[config.mk]
export PLATFORM = sky130hd
export DESIGN_NAME = usb_tx_serializer
export DESIGN_NICKNAME = d
export VERILOG_FILES = /design/src/rtl/usb_tx_serializer.sv
export SDC_FILE = /design/constraint.sdc
export NUM_CORES = 1
export LEC_CHECK = 0
export CORE_MARGIN = 4
export CORE_UTILIZATION = 43
export DETAILED_ROUTE_END_ITERATION = 8
export DONT_BUFFER_PORTS = 1
export PLACE_DENSITY = 0.61
export SLEW_MARGIN = 20
export SYNTH_ARGS = -nofsm -noshare
export SYNTH_HDL_FRONTEND = slang
export SYNTH_SLANG_ARGS = --single-unit
[constraint.sdc]
create_clock -name clk -period 3.5 [get_ports clk]
set_input_delay 0.35 -clock clk [delete_from_list [all_inputs] [get_ports clk]]
set_output_delay 0.35 -clock clk [all_outputs]
set_load 0.03 [all_outputs]
[src/rtl/usb_tx_serializer.sv]
// rtl/usb_tx_serializer.sv - USB-style TX serializer: SYNC, NRZI, EOP; bit stuffing when BIT_STUFF_EN is defined
module usb_tx_serializer #(
    parameter int CLKS_PER_BIT = 8,
    parameter int PACKET_WIDTH = 88
) (
    input  logic                    clk,
    input  logic                    n_rst,
    input  logic                    load,
    input  logic [PACKET_WIDTH-1:0] shift_data,
    input  logic [6:0]              pkt_bits,
    output logic                    d_plus,
    output logic                    d_minus,
    output logic                    busy,
    output logic                    done
);

    localparam int             CW       = (CLKS_PER_BIT > 1) ? $clog2(CLKS_PER_BIT) : 1;
    localparam logic [CW-1:0]  LAST_CLK = CW'(CLKS_PER_BIT - 1);
    localparam logic [6:0]     MAX_BITS = 7'(PACKET_WIDTH);

    typedef enum logic [2:0] {
        IDLE,
        SYNC,
        DATA,
        STUFF,
        EOP_SE0,
        EOP_J
    } state_t;

    state_t                  state;
    logic [CW-1:0]           clk_cnt;
    logic [6:0]              bit_cnt;
    logic [6:0]              nbits;
    logic [PACKET_WIDTH-1:0] shreg;
    logic                    line_j;

    logic bit_end;
    logic sync_left;
    logic data_left;
    logic tx_bit;
    logic line_nx;
    logic stuff_now;

    assign bit_end   = (clk_cnt == LAST_CLK);
    // In SYNC, bit_cnt is the index of the sync bit on the line; in DATA/STUFF it counts data bits sent.
    assign sync_left = (state == SYNC) && (bit_cnt != 7'd7);
    assign data_left = (state == SYNC) || (bit_cnt < nbits);
    // Next logical bit: remaining SYNC bits are 0 except the last; otherwise the packet MSB.
    assign tx_bit    = sync_left ? (bit_cnt == 7'd6) : shreg[PACKET_WIDTH-1];
    // NRZI: a 0 toggles the line, a 1 holds it.
    assign line_nx   = tx_bit ? line_j : ~line_j;

`ifdef BIT_STUFF_EN
    logic [2:0] ones_cnt;
    assign stuff_now = (ones_cnt == 3'd6);
`else
    assign stuff_now = 1'b0;
`endif

    // Transmit FSM: paces each line bit over CLKS_PER_BIT clocks and drives registered line/status outputs.
    always_ff @(posedge clk or negedge n_rst) begin
        if (!n_rst) begin
            state   <= IDLE;
            clk_cnt <= '0;
            bit_cnt <= '0;
            nbits   <= '0;
            shreg   <= '0;
            line_j  <= 1'b1;
            d_plus  <= 1'b1;
            d_minus <= 1'b0;
            busy    <= 1'b0;
            done    <= 1'b0;
`ifdef BIT_STUFF_EN
            ones_cnt <= '0;
`endif
        end else begin
            done <= 1'b0;
            if (state == IDLE) begin
                clk_cnt <= '0;
                if (load && (pkt_bits != 7'd0)) begin
                    state   <= SYNC;
                    busy    <= 1'b1;
                    nbits   <= (pkt_bits > MAX_BITS) ? MAX_BITS : pkt_bits;
                    shreg   <= shift_data;
                    bit_cnt <= '0;
                    // First SYNC bit is a 0: the idle J turns into K.
                    line_j  <= 1'b0;
                    d_plus  <= 1'b0;
                    d_minus <= 1'b1;
`ifdef BIT_STUFF_EN
                    ones_cnt <= '0;
`endif
                end
            end else if (!bit_end) begin
                clk_cnt <= clk_cnt + CW'(1);
            end else begin
                clk_cnt <= '0;
                case (state)
                    SYNC, DATA, STUFF: begin
                        if (stuff_now) begin
                            state   <= STUFF;
                            line_j  <= ~line_j;
                            d_plus  <= ~line_j;
                            d_minus <= line_j;
`ifdef BIT_STUFF_EN
                            ones_cnt <= '0;
`endif
                        end else if (sync_left || data_left) begin
                            line_j  <= line_nx;
                            d_plus  <= line_nx;
                            d_minus <= ~line_nx;
`ifdef BIT_STUFF_EN
                            ones_cnt <= tx_bit ? (ones_cnt + 3'd1) : 3'd0;
`endif
                            if (sync_left) begin
                                bit_cnt <= bit_cnt + 7'd1;
                            end else begin
                                state   <= DATA;
                                shreg   <= shreg << 1;
                                bit_cnt <= (state == SYNC) ? 7'd1 : (bit_cnt + 7'd1);
                            end
                        end else begin
                            state   <= EOP_SE0;
                            bit_cnt <= '0;
                            d_plus  <= 1'b0;
                            d_minus <= 1'b0;
                        end
                    end
                    EOP_SE0: begin
                        if (bit_cnt == 7'd0) begin
                            bit_cnt <= 7'd1;
                        end else begin
                            state   <= EOP_J;
                            line_j  <= 1'b1;
                            d_plus  <= 1'b1;
                            d_minus <= 1'b0;
                        end
                    end
                    EOP_J: begin
                        state <= IDLE;
                        busy  <= 1'b0;
                        done  <= 1'b1;
                    end
                    default: state <= IDLE;
                endcase
            end
        end
    end

endmodule

==> metrics.txt <==
status completed; Pre-antenna DRT Iters 4; die footprint 15,800 um^2; fin nets ~740; setup repair bufs after CTS 0; Rel. slew slack 39.5%; Yosys cell types 50; Max Cap Viol 0; clock skew 0.00885 ns; vias per std cell 5.20; gr usage total 16.6%; final-report setup violation count 0; Hold Fails Final Rpt 0; setup slack, reg-to-reg 0.46 ns; fill count around 1,300; first-pass GRT wire length 21.3 mm; post-detail-place hpwl 8.12 mm; met2 Usage GRT a little under a quarter; count leader, synth nand2_1; I/O pin count 102; Starting Density 44.5%; Syn Inst Count about 640; Top FF cell, synth dfrtp_1; PD cells about 840 nW/um^2; worst setup path category reg2reg; Die Width 126 um; register area 2830 um^2; pin count of the biggest net entering global routing about 110; per-cell routed wire length 15.3 um; Clk pin slew, worst setup/hold paths 0.05 ns; GP Congestion between 0.8 and 0.9; Synth top cells by count nand2_1, dfrtp_1, mux2_2; Hold WS roughly 0.060 ns; Area Growth Syn to Fin 12.3%; Syn Area/Cell 9.33 um^2; final std cells w/o fill 822; clk sink count roughly 110; CP endpoint shreg[29]$_DFFE_PN0P_; Yosys top cell by area dfrtp_1; CTS buffer count 17; multi-input logic area 2910 um^2; worst path required time 3.79 ns; Final Max Slew Viols 0; crit end category register; ANT cells 0; share of layout cells above drive strength 1 21.5%; TritonCTS clock tree done; Cells after DPL 789; share of synthesized registers carrying an async set or reset 100%; CORE AREA 13,400 um^2; startpoint class of the critical path register; grt ovf 0; M3 GR Usage between 5 and 6%; worst r2r src bit_cnt[4]$_DFFE_PN0P_; vias in the first global route 4,291; crit share post-route 86.7%; crit path max fanout 43; synthesized cell area around 6000 um^2; top cells by area, synth dfrtp_1, nand2_1, mux2_2; sequential share of the synthesized area between 40% and 50%; HP Class in2reg; Tightest Pin Transition 0.907 ns; Reg2Reg Depth 7; post-route ant nets 0; post-synthesis net count 748; WL final 12.6 mm; CTS root buf clkbuf_16; Iteration-0 DRC Markers approximately 330; Worst EP arrival around 3.3 ns; Post-route DRC 0; GR peak layer met2; max frequency between 0.3 and 0.4 GHz; Clk Latency, worst-skew pair between 0.4 and 0.5 ns; Rows 42; setup TNS 0 ns; H-tree levels 4; Critical Path Start bit_cnt[4]$_DFFE_PN0P_; reg2reg end shreg[29]$_DFFE_PN0P_; count of input and output buffers 0; initial antenna violation count 0; vias 4,277; Final min period 3.04 ns; clk buf depth 2; P_leak 3.32 nW; unrepaired setup endpoints after global routing no; number of enable flip-flop cells after synthesis 0; synthesized flop and latch total 113; synth warn 0; area share of the largest cell type after synthesis 46.6%; GR Util met1 a little under a quarter; Die H about 130 um; Worst VDD drop 0.326 mV
-- metrics by stage --
step	worst slack [ns]	util (%)	power [mW]	cell area [um^2]
after floorplan	1.13	-	3.65	5960
after global placement	0.655	45.6	3.95	6110
after detailed placement	0.555	45.6	4.04	6110
after CTS	0.544	50.0	5.71	6690
after global routing	0.372	50.0	6.07	6690
final	0.464	50.0	5.63	6690
-- where the power goes --
group          total, mW  switching (mW)  internal [mW]
sequential          2.10           0.291           1.81
clock               1.60           0.559           1.04
combinational       1.93           0.987          0.940
-- logic make-up after synthesis --
group | share of synthesized area [%]
flip-flops | 47.5
adder cells (fa/ha/maj) | 2.31
multiplexers | 17.6
buffers and inverters | 3.92
AO/OA/AOI/OAI | 6.65
AND/OR/NAND/NOR | 22.0
-- how the worst min path moves through the flow --
stage,start,endpoint,slack [ns],cells after the start
4_1_cts,pkt_bits[1],nbits[1]$_DFFE_PN0P_,0.05,2
2_1_floorplan,n_rst,bit_cnt[0]$_DFFE_PN0P_,0.05,0
5_1_grt,pkt_bits[3],nbits[3]$_DFFE_PN0P_,0.06,2
3_3_place_gp,n_rst,nbits[5]$_DFFE_PN0P_,0.06,0
6_report,pkt_bits[1],nbits[1]$_DFFE_PN0P_,0.06,2
3_5_place_dp,n_rst,shreg[45]$_DFFE_PN0P_,0.06,0
-- critical path: stages, from the launching register on --
cell and delay (ns):
dfrtp_1 0.45, ha_1 0.35, a211oi_1 0.23, nor2_1 0.11, a211oi_1 0.63, o21ba_4 0.24
buf_4 0.47, mux2_2 0.40
-- cells in the final DEF, fill, tap and decap left out, types with 2 or more instances in the layout --
cell       Yosys  routed
a22oi_1        5       5
clkbuf_8       0       4
nand2_1      278     278
and2_1         3       3
a22o_1         2       2
clkbuf_1      18       4
clkinv_2       0       5
ha_1          11      11
o211ai_1       6       6
mux2_4        19      19
nor2b_1        2       2
buf_4          0       8
o21ai_0       15      15
a211oi_1       3       3
nand4_1        4       4
nor2_1        10      10
nor3b_1        2       2
dfstp_2        2       2
or2_2          4       4
a21oi_1        2       2
and3_1         2       2
o21a_1         3       3
nand2b_1       4       4
inv_1         17      17
clkbuf_16      0      17
nand3_1        3       3
mux2_2        68      68
dfrtp_1      111     111
o22ai_1        2       2
or3_1          4       3
-- state kept, by name, indices dropped and copies added, names as in the netlist --
register and flops:
shreg 88, d_plus 1, state 3, bit_cnt 7, d_minus 1, nbits 7
line_j 1, busy 1, done 1, clk_cnt 3
-- metal layers --
metal | part of all wire, % | up-vias
li1 | - | 2095
met1 | 47 | 2047
met2 | 44 | 115
met3 | 6.4 | 20
met4 | 1.9 | 0
met5 | 0 | -
-- what timing repair did --
action | CTS | global route
hold buffers | 2 | 0
endpoints found under the hold margin | 113 | 0
resized for setup | 0 | 0
-- layout make-up --
cell class	instances	share of cell area (%)
clock buffer	25	7.40
clock inverter	6	0.822
inverter	17	0.953
multi-input combinational	474	43.5
sequential	113	42.3
tap	176	3.29
timing repair buffer	11	1.76
Note: power is estimated with default switching activity, not from simulation.
